<file path="config.mk">
export PLATFORM = sky130hd
export DESIGN_NAME = sio_frame_ctrl
export DESIGN_NICKNAME = d
export VERILOG_FILES = /design/src/rtl/sio_frame_ctrl.sv
export SDC_FILE = /design/constraint.sdc
export NUM_CORES = 1
export LEC_CHECK = 0
export ABC_AREA = 1
export CAP_MARGIN = 20
export CELL_PAD_IN_SITES_DETAIL_PLACEMENT = 0
export CELL_PAD_IN_SITES_GLOBAL_PLACEMENT = 1
export CORE_ASPECT_RATIO = 1.4
export CORE_MARGIN = 2
export CORE_UTILIZATION = 38
export CTS_CLUSTER_DIAMETER = 40
export CTS_CLUSTER_SIZE = 30
export DETAILED_ROUTE_END_ITERATION = 6
export PLACE_DENSITY_LB_ADDON = 0.1
export SYNTH_ARGS = -nofsm -noshare
export SYNTH_HDL_FRONTEND = slang
export SYNTH_SLANG_ARGS = --single-unit
</file>
<file path="constraint.sdc">
create_clock -name clk -period 5.05 [get_ports clk]
set_input_delay 0.505 -clock clk [delete_from_list [all_inputs] [get_ports clk]]
set_output_delay 0.505 -clock clk [all_outputs]
set_load 0.03 [all_outputs]
</file>
<file path="src/rtl/sio_frame_ctrl.sv">
// Framed byte sequencer between a host and a serial core: a buffered TX frame path and a counted RX frame path.
// Optional per-frame end-around-carry checksum byte on both paths, compiled in when SIO_CHKSUM_EN is defined.
module sio_frame_ctrl (
  input  logic       clk,
  input  logic       nrst,
  input  logic       ce,
  input  logic       tx_we,
  input  logic [7:0] tx_wdata,
  input  logic [4:0] tx_len,
  input  logic       tx_go,
  output logic       tx_busy,
  output logic       tx_done,
  input  logic       sdoCompl,
  input  logic       sdoFinish,
  output logic       AddrDw,
  output logic [7:0] Dw,
  input  logic       rx_arm,
  input  logic [4:0] rx_len,
  input  logic       sdiCompl,
  input  logic       framerr,
  input  logic [7:0] Dr,
  output logic       rx_valid,
  output logic [7:0] rx_data,
  output logic       rx_done,
  output logic [1:0] rx_err
);

  function automatic logic [7:0] cks_add(input logic [7:0] sum, input logic [7:0] data);
    logic [8:0] total;
    total = {1'b0, sum} + {1'b0, data};
    return total[7:0] + {7'd0, total[8]};
  endfunction

  typedef enum logic [2:0] {
    TX_IDLE  = 3'd0,
    TX_LOAD  = 3'd1,
    TX_WAIT  = 3'd2,
`ifdef SIO_CHKSUM_EN
    TX_CHK   = 3'd3,
`endif
    TX_DRAIN = 3'd4
  } tx_state_t;

  typedef enum logic [1:0] {
    RX_IDLE = 2'd0,
`ifdef SIO_CHKSUM_EN
    RX_CHK  = 2'd2,
`endif
    RX_DATA = 2'd1
  } rx_state_t;

  tx_state_t  tx_state_r;
  logic [7:0] tx_buf_r [16];
  logic [3:0] tx_wptr_r;
  logic [4:0] tx_idx_r;
  logic [4:0] tx_len_r;
  logic [7:0] tx_sum_r;
  logic       tx_buf_we_s;
  logic       tx_len_ok_s;

  rx_state_t  rx_state_r;
  logic [4:0] rx_cnt_r;
  logic [4:0] rx_len_r;
  logic [7:0] rx_sum_r;
  logic       rx_frm_err_r;
  logic       rx_len_ok_s;
`ifdef SIO_CHKSUM_EN
  logic       tx_chk_sent_r;
  logic       rx_chk_err_r;
`endif

  // Buffer write enable and frame-length range qualification.
  always_comb begin
    tx_buf_we_s = ce & tx_we & (tx_state_r == TX_IDLE);
    tx_len_ok_s = (tx_len != 5'd0) && (tx_len <= 5'd16);
    rx_len_ok_s = (rx_len != 5'd0) && (rx_len <= 5'd16);
  end

  // TX byte buffer; contents survive reset.
  always_ff @(posedge clk) begin
    if (tx_buf_we_s) tx_buf_r[tx_wptr_r] <= tx_wdata;
  end

  // TX frame sequencer: one AddrDw per byte, each paced by sdoCompl.
  always_ff @(posedge clk or negedge nrst) begin
    if (!nrst) begin
      tx_state_r    <= TX_IDLE;
      tx_wptr_r     <= 4'd0;
      tx_idx_r      <= 5'd0;
      tx_len_r      <= 5'd0;
      tx_sum_r      <= 8'd0;
      tx_busy       <= 1'b0;
      tx_done       <= 1'b0;
      AddrDw        <= 1'b0;
      Dw            <= 8'd0;
`ifdef SIO_CHKSUM_EN
      tx_chk_sent_r <= 1'b0;
`endif
    end else if (ce) begin
      AddrDw  <= 1'b0;
      tx_done <= 1'b0;
      if (tx_buf_we_s) tx_wptr_r <= tx_wptr_r + 4'd1;
      case (tx_state_r)
        TX_IDLE: begin
          if (tx_go && tx_len_ok_s) begin
            tx_len_r   <= tx_len;
            tx_idx_r   <= 5'd0;
            tx_sum_r   <= 8'd0;
            tx_busy    <= 1'b1;
            tx_state_r <= TX_LOAD;
          end
        end
        TX_LOAD: begin
          AddrDw     <= 1'b1;
          Dw         <= tx_buf_r[tx_idx_r[3:0]];
          tx_sum_r   <= cks_add(tx_sum_r, tx_buf_r[tx_idx_r[3:0]]);
          tx_idx_r   <= tx_idx_r + 5'd1;
          tx_state_r <= TX_WAIT;
        end
        TX_WAIT: begin
          if (sdoCompl) begin
            if (tx_idx_r < tx_len_r) begin
              tx_state_r <= TX_LOAD;
            end else begin
`ifdef SIO_CHKSUM_EN
              tx_chk_sent_r <= 1'b0;
              tx_state_r    <= TX_CHK;
`else
              tx_state_r    <= TX_DRAIN;
`endif
            end
          end
        end
`ifdef SIO_CHKSUM_EN
        TX_CHK: begin
          if (!tx_chk_sent_r) begin
            AddrDw        <= 1'b1;
            Dw            <= tx_sum_r;
            tx_chk_sent_r <= 1'b1;
          end else if (sdoCompl) begin
            tx_state_r <= TX_DRAIN;
          end
        end
`endif
        TX_DRAIN: begin
          // Frame is complete only once the shifter has emptied the last byte.
          if (sdoFinish) begin
            tx_done    <= 1'b1;
            tx_busy    <= 1'b0;
            tx_wptr_r  <= 4'd0;
            tx_state_r <= TX_IDLE;
          end
        end
        default: begin
          tx_busy    <= 1'b0;
          tx_state_r <= TX_IDLE;
        end
      endcase
    end
  end

  // RX frame sequencer: counts received bytes and checks the trailing checksum.
  always_ff @(posedge clk or negedge nrst) begin
    if (!nrst) begin
      rx_state_r   <= RX_IDLE;
      rx_cnt_r     <= 5'd0;
      rx_len_r     <= 5'd0;
      rx_sum_r     <= 8'd0;
      rx_frm_err_r <= 1'b0;
      rx_valid     <= 1'b0;
      rx_data      <= 8'd0;
      rx_done      <= 1'b0;
`ifdef SIO_CHKSUM_EN
      rx_chk_err_r <= 1'b0;
`endif
    end else if (ce) begin
      rx_valid <= 1'b0;
      rx_done  <= 1'b0;
      if (rx_arm) begin
        rx_frm_err_r <= 1'b0;
`ifdef SIO_CHKSUM_EN
        rx_chk_err_r <= 1'b0;
`endif
        rx_len_r     <= rx_len;
        rx_cnt_r     <= 5'd0;
        rx_sum_r     <= 8'd0;
        rx_state_r   <= rx_len_ok_s ? RX_DATA : RX_IDLE;
      end else begin
        if (framerr && (rx_state_r != RX_IDLE)) rx_frm_err_r <= 1'b1;
        case (rx_state_r)
          RX_IDLE: rx_state_r <= RX_IDLE;
          RX_DATA: begin
            if (sdiCompl) begin
              rx_data  <= Dr;
              rx_valid <= 1'b1;
              rx_sum_r <= cks_add(rx_sum_r, Dr);
              rx_cnt_r <= rx_cnt_r + 5'd1;
              if ((rx_cnt_r + 5'd1) == rx_len_r) begin
`ifdef SIO_CHKSUM_EN
                rx_state_r <= RX_CHK;
`else
                rx_done    <= 1'b1;
                rx_state_r <= RX_IDLE;
`endif
              end
            end
          end
`ifdef SIO_CHKSUM_EN
          RX_CHK: begin
            if (sdiCompl) begin
              if (Dr != rx_sum_r) rx_chk_err_r <= 1'b1;
              rx_done    <= 1'b1;
              rx_state_r <= RX_IDLE;
            end
          end
`endif
          default: rx_state_r <= RX_IDLE;
        endcase
      end
    end
  end

`ifdef SIO_CHKSUM_EN
  assign rx_err = {rx_chk_err_r, rx_frm_err_r};
`else
  assign rx_err = {1'b0, rx_frm_err_r};
`endif

endmodule

</file>
==> results of run 1 <==
==> cells in the final DEF (no fill, tap or decap), types with 4 or more instances in the layout <==
cell type,netlist,layout
o22ai_1,16,16
a21oi_1,14,14
or2_2,7,7
nand2_1,128,128
nor2_1,123,123
o21ai_1,31,31
o211ai_1,6,6
ha_1,10,10
nand2_2,4,4
nand4_1,5,5
clkbuf_16,0,17
dfrtp_1,50,49
inv_1,51,51
nand3_1,41,41
inv_2,6,6
clkdlybuf4s50_1,0,56
edfxtp_1,128,128
o21ai_0,48,48
==> cell type report <==
cell class,count,area (sq um),area share
multi-input cells,459,2200,0.244
inverters,59,224,0.0248
well taps,252,315,0.0349
clock buffers,17,425,0.0472
repair buffers,61,603,0.0668
flip-flops and latches,178,5100,0.565
clock inverters,14,156,0.0173
==> registers in the layout (all words and copies together), names as in the netlist, 3 cells and up <==
| signal | cells |
|---|---|
| tx_wptr_r | 4 |
| rx_len_r | 5 |
| tx_len_r | 5 |
| rx_data | 8 |
| rx_cnt_r | 5 |
| tx_buf_r | 128 |
| tx_state_r | 3 |
| tx_idx_r | 5 |
| Dw | 8 |
==> how the worst max path moves through the flow <==
stage	from	endpoint	depth (start not counted)
5_1_grt	ce	tx_buf_r[6][2]$_DFFE_PP_	7
6_report	ce	tx_buf_r[10][4]$_DFFE_PP_	7
2_1_floorplan	ce	tx_buf_r[0][0]$_DFFE_PP_	7
4_1_cts	tx_idx_r[1]$_DFFE_PN0P_	Dw[4]$_DFFE_PN0P_	7
3_3_place_gp	ce	tx_buf_r[10][3]$_DFFE_PP_	7
3_5_place_dp	ce	tx_buf_r[10][4]$_DFFE_PP_	7
==> metrics by stage <==
step                setup WS [ps]  utilization  cells
global placement             2210        0.423   1008
CTS                          2530        0.452   1039
global route                 2430        0.453   1040
finish                       2650        0.453   1040
detailed placement           2140        0.423   1008
floorplan                    3180            -    726
==> worst register-to-register path, delay by kind of cell (launching register included) <==
| family | cells | cell delay [ps] |
|---|---|---|
| and+or+nand+nor | 4 | 430 |
| AOI/OAI and AO/OA | 2 | 480 |
| DFF | 1 | 600 |
| buffers and inverters | 2 | 540 |
==> cell usage after synthesis, types with 2 or more instances <==
cell type	number	share of area
nor2_4	2	0.0029
inv_2	6	0.0029
nand2_1	128	0.062
xor2_1	3	0.0034
or2_1	2	0.0016
o21ai_1	31	0.020
nand3_1	41	0.026
o22ai_1	16	0.013
or2_2	7	0.0056
buf_2	13	0.0084
o21ai_0	48	0.031
nand2_4	2	0.0029
nor2_1	123	0.060
edfxtp_1	128	0.50
nand3_2	2	0.0026
inv_1	51	0.025
a21oi_1	14	0.0090
buf_4	7	0.0068
buf_6	10	0.015
o211ai_1	6	0.0058
dfrtp_1	50	0.16
nand4_1	5	0.0040
ha_1	10	0.016
nand2_2	4	0.0032
o21a_1	3	0.0029
nor3_1	3	0.0019
==> cell families after synthesis <==
logic type / Yosys count / synth area share
adders and majority gates: 10 / 0.0161
other: 1 / 0.000484
buffers and inverters: 89 / 0.0586
AOI/OAI and AO/OA: 122 / 0.0859
DFF: 178 / 0.657
xor gates and xnor gates: 3 / 0.00339
and+or+nand+nor: 323 / 0.178
==> metal layers <==
metal | track usage | routed length, microns | vias up
li1 | - | - | 2556
met1 | 0.214 | 7870 | 2558
met2 | 0.349 | 10600 | 139
met3 | 0.0368 | 779 | 25
met4 | 0.0655 | 376 | 0
met5 | 0 | 0 | -
==> where the power goes <==
| part | leakage, nW | total (W) | switching, W | internal, W |
|---|---|---|---|---|
| Sequential | 1.78 | 0.00186 | 0.000136 | 0.00173 |
| Combinational | 1.45 | 0.00135 | 0.000899 | 0.000450 |
| Clock | 0.278 | 0.00131 | 0.000578 | 0.000734 |
| Total | 3.51 | 0.00452 | 0.00161 | 0.00291 |
==> impl_metrics.py, run 1 <==
metrics = {
    "run_status": {
        "status": "complete, no violations",
    },
    "critical_path": {
        "path_max_fanout": 8,
        "criticalPathCategory": "in -> reg",
        "worstReg2RegStart": "tx_idx_r[1]$_DFFE_PN0P_",
        "cp_common_cell": "inv_2",
        "end_kind": "register",
        "startpoint_type": "input pin",
        "path_delay_family": "simple AND/OR/NAND/NOR gates",
        "cp_cell_sequence": "clkdlybuf4s50_1, inv_2, nor2_4, nand2_4, inv_2, nand2_1, nor2_1",
        "worst_r2r_path_depth": 8,
        "worst_ep_arrival_time_ps": 2470,
        "slowest_delay_ps": 700,
        "worst-path-buf-inv": 3,
        "r2r-end": "Dw[3]$_DFFE_PN0P_",
        "regToRegSetupSlack_ps": 2910,
        "slowest_stage": "clkdlybuf4s50_1",
        "critical_path_required_ps": 5120,
    },
    "drt": {
        "drc": 0,
        "num_vias": 5278,
        "ant_nets": 0,
        "drt_iter0_markers": 433,
        "routedWlPerCell_microns": 18.9,
        "first_pass_iters": 5,
        "via_per_inst": 5.08,
        "drt_wl_total_microns": 19600,
    },
    "floorplanning": {
        "die_area_sq_um": 21600,
        "initial_core_util": 0.389,
        "fp-row-count": 61,
        "die_h_microns": 173,
        "die_x_microns": 125,
        "core_sq_um": 19900,
        "num_io_pins": 59,
    },
    "place": {
        "post_dp_cell_area_sq_um": 8430,
        "gp_congestion": 0.834,
        "hpwl_microns": 13400,
        "numPortBuffers": 57,
    },
    "logic_synthesis": {
        "synth_nets": 772,
        "avgSynthCellArea_sq_um": 10.7,
        "synthFlopType": "edfxtp_1",
        "synth-edff-count": 128,
        "synth_cell_types": 37,
        "async_flop_share": 0.281,
        "netlist_instances": 726,
        "yosysSeqAreaShare": 0.657,
        "ys_warn_count": 0,
        "ys_ff_latch": 178,
        "synth_area_sq_um": 7750,
    },
    "clock_tree": {
        "cts_tree": "yes",
        "cts-buffers-inserted": 17,
        "root_buffer": "clkbuf_16",
        "cts_setup_buffers": 0,
        "cts_hold_buffers": 0,
        "clock_sinks": 178,
        "cts.clk_slew.worst_paths_ps": 70,
        "htreeDepth": 4,
        "cts.path.max_buffers": 2,
        "clkLatencyLatePin_ps": 430,
        "cts_resized": 0,
    },
    "pwr": {
        "power.leakage_nw": 3.51,
        "ir_drop_v": 0.000200,
        "power_w": 0.00452,
        "power_density_nw_per_um2": 501,
    },
    "layout": {
        "syn_to_final_growth_pct": 16.4,
        "nets": 822,
        "drive_gt1_frac": 0.0812,
        "antenna_cells": 0,
        "nFillCells": 1892,
        "design_area_sq_um": 9020,
    },
    "global_route": {
        "first_global_vias": 5459,
        "grt_pass1_wl_microns": 30400,
        "grt_max_degree": 62,
        "grtUsageTotal": 0.188,
        "antenna_found_initial": 0,
        "grt_overflow": 0,
    },
    "sta": {
        "timing.slew.headroom": 0.388,
        "finClkSkew_ps": 9.73,
        "period_needed_ps": 2400,
        "finalSetupTns_ps": 0,
        "setup_violations": 0,
        "hold_viol_final": 0,
        "period_share": 0.475,
        "fmax_mhz": 417,
        "tightest_slew_ps": 916,
        "rsz0062_at_grt": "no",
        "hold_slack_ps": 200,
        "slew_viol_final": 0,
    },
    "worst_hold_path": {
        "hold_path.class": "in -> async",
    },
    "run": {
        "maxCapViolations": 0,
    },
}
(Power assumes the default switching activity.)
==> inputs of run 2 (changes only) <==
==> constraint.sdc (replaced) <==
create_clock -name clk -period 2.1 [get_ports clk]
set_input_delay 0.21 -clock clk [delete_from_list [all_inputs] [get_ports clk]]
set_output_delay 0.21 -clock clk [all_outputs]
set_load 0.03 [all_outputs]
==> impl_metrics.py, run 2 (synthesized netlist as in run 1, its figures left out) <==
metrics = {
    "floorplanning": {
        "fp-row-count": 61,
        "initial_core_util": 0.389,
        "num_io_pins": 59,
        "die_h_microns": 173,
        "die_x_microns": 125,
        "die_area_sq_um": 21600,
        "core_sq_um": 19900,
    },
    "pwr": {
        "ir_drop_v": 0.000603,
        "share_comb_of_total_power": 0.312,
        "sw_frac_of_total": 0.349,
        "power_density_nw_per_um2": 1170,
        "internal-power_w": 0.00712,
        "power_w": 0.0109,
        "power.leakage_nw": 3.71,
        "power_frac_clock": 0.287,
        "power.switching_w": 0.00382,
        "pwr-share-seq": 0.401,
    },
    "place": {
        "numPortBuffers": 57,
        "gp_congestion": 0.816,
        "hpwl_microns": 13800,
    },
    "critical_path": {
        "cp-endpoint": "Dw[4]$_DFFE_PN0P_",
        "criticalPathCategory": "reg -> reg",
        "path_delay_family": "compound AO/OA/AOI/OAI gates",
        "cp_common_cell": "nor2_1",
        "critPathLaunch": "tx_idx_r[1]$_DFFE_PN0P_",
        "cp_num_cells": 7,
        "slowest_stage": "dfrtp_1",
        "worst_ep_arrival_time_ps": 2190,
        "slowest_delay_ps": 500,
        "r2r-end": "Dw[4]$_DFFE_PN0P_",
        "end_kind": "register",
        "regToRegSetupSlack_ps": 260,
        "worst_r2r_path_depth": 7,
        "cp_cell_sequence": "buf_4, o21ai_0, o22ai_1, nand2_1, nand3_1, nor2_1, nor2_1",
        "path_max_fanout": 23,
        "critical_path_required_ps": 2450,
        "startpoint_type": "register",
        "worstReg2RegStart": "tx_idx_r[1]$_DFFE_PN0P_",
        "worst-path-buf-inv": 1,
    },
    "drt": {
        "drc": 0,
        "num_vias": 5372,
        "ant_nets": 0,
        "drt_iter0_markers": 431,
        "via_per_inst": 4.98,
        "drt_wl_total_microns": 19500,
        "routedWlPerCell_microns": 18.1,
        "first_pass_iters": 5,
    },
    "global_route": {
        "grtUsageMet2": 0.334,
        "first_global_vias": 5753,
        "grt_max_degree": 39,
        "grtUsageTotal": 0.188,
        "gr-usage-met3": 0.0331,
        "grt_pass1_wl_microns": 30800,
        "use_met1": 0.213,
        "antenna_found_initial": 0,
        "grt_overflow": 0,
        "top_usage_layer": "met2",
    },
    "layout": {
        "largest_reg_flops": 128,
        "nets": 860,
        "regMostFlops": "tx_buf_r",
        "drive_gt1_frac": 0.122,
        "antenna_cells": 0,
        "nFillCells": 1895,
        "syn_to_final_growth_pct": 20.2,
        "most-common-layout-cells": "nand2_1, edfxtp_1, nor2_1, clkdlybuf4s50_1, inv_1",
        "top_regs": "tx_buf_r: 128 flops, Dw: 8 flops, rx_data: 8 flops",
    },
    "clock_tree": {
        "clock_sinks": 178,
        "cts.path.max_buffers": 2,
        "cts_resized": 0,
        "clkLatencyLatePin_ps": 420,
        "cts.clk_slew.worst_paths_ps": 70,
        "root_buffer": "clkbuf_16",
        "htreeDepth": 4,
        "cts-buffers-inserted": 17,
        "cts_tree": "yes",
    },
    "sta": {
        "fmax_mhz": 544,
        "hold_viol_final": 0,
        "rsz0062_at_grt": "no",
        "slew_viol_final": 0,
        "period_needed_ps": 1840,
        "finClkSkew_ps": 9.75,
        "setup_violations": 0,
        "period_share": 0.875,
        "finalSetupTns_ps": 0,
    },
    "run": {
        "maxCapViolations": 0,
    },
    "worst_hold_path": {
        "hold_path.class": "in -> async",
    },
    "run_status": {
        "status": "complete, no violations",
    },
}
[run 2: power by group through the flow]
stage / clock network (W) / registers, W / logic [W]
4_1_cts: 0.00322 / 0.00440 / 0.00346
5_1_grt: 0.00336 / 0.00444 / 0.00378
2_1_floorplan: 0 / 0.00469 / 0.00210
6_report: 0.00314 / 0.00439 / 0.00341
3_5_place_dp: 0 / 0.00446 / 0.00345
3_3_place_gp: 0 / 0.00446 / 0.00343
[run 2: worst register-to-register path: cells and delay by family (launching register included)]
family / cells / cell delay [ps]
flops: 1 / 500
compound gates: 2 / 610
simple gates: 4 / 340
buf+inv: 1 / 320
[run 2: metrics by stage]
step	setup WS [ps]	cells	area, sq um	utilization	hold slack, ps
floorplan	380	726	7750	-	-85.6
global placement	211	1046	8710	0.437	24.5
detailed placement	191	1046	8710	0.437	30.8
CTS	248	1079	9320	0.468	114
global route	159	1079	9320	0.468	115
finish	263	1079	9320	0.468	133
[run 2: what timing repair did]
| item | CTS | global route |
|---|---|---|
| hold endpoints to repair | 50 | 0 |
| buffers inserted | 0 | 0 |
| hold buffers | 1 | 0 |
[run 2: worst min path at each step]
stage	start	endpoint	slack (ps)	depth (start not counted)
after global routing	nrst	tx_busy$_DFFE_PN0P_	120	2
after floorplan	nrst	AddrDw$_DFFE_PN0P_	-90	0
after global placement	nrst	tx_busy$_DFFE_PN0P_	20	1
after CTS	nrst	tx_busy$_DFFE_PN0P_	110	2
after detailed placement	nrst	tx_busy$_DFFE_PN0P_	30	1
final	nrst	tx_busy$_DFFE_PN0P_	130	2
[run 2: cell type report]
| cell class | count | area [sq um] | area share |
|---|---|---|---|
| repair buffers | 99 | 883 | 0.0948 |
| flip-flops and latches | 178 | 5100 | 0.547 |
| multi-input cells | 459 | 2200 | 0.236 |
| inverters | 59 | 224 | 0.0240 |
| clock inverters | 14 | 156 | 0.0168 |
| clock buffers | 18 | 439 | 0.0471 |
| well taps | 252 | 315 | 0.0338 |
[run 2: per-layer routing]
layer / vias up / part of all wire
met1: 2586 / 0.40
li1: 2636 / -
met3: 29 / 0.040
met2: 121 / 0.52
met4: 0 / 0.035
met5: - / 0
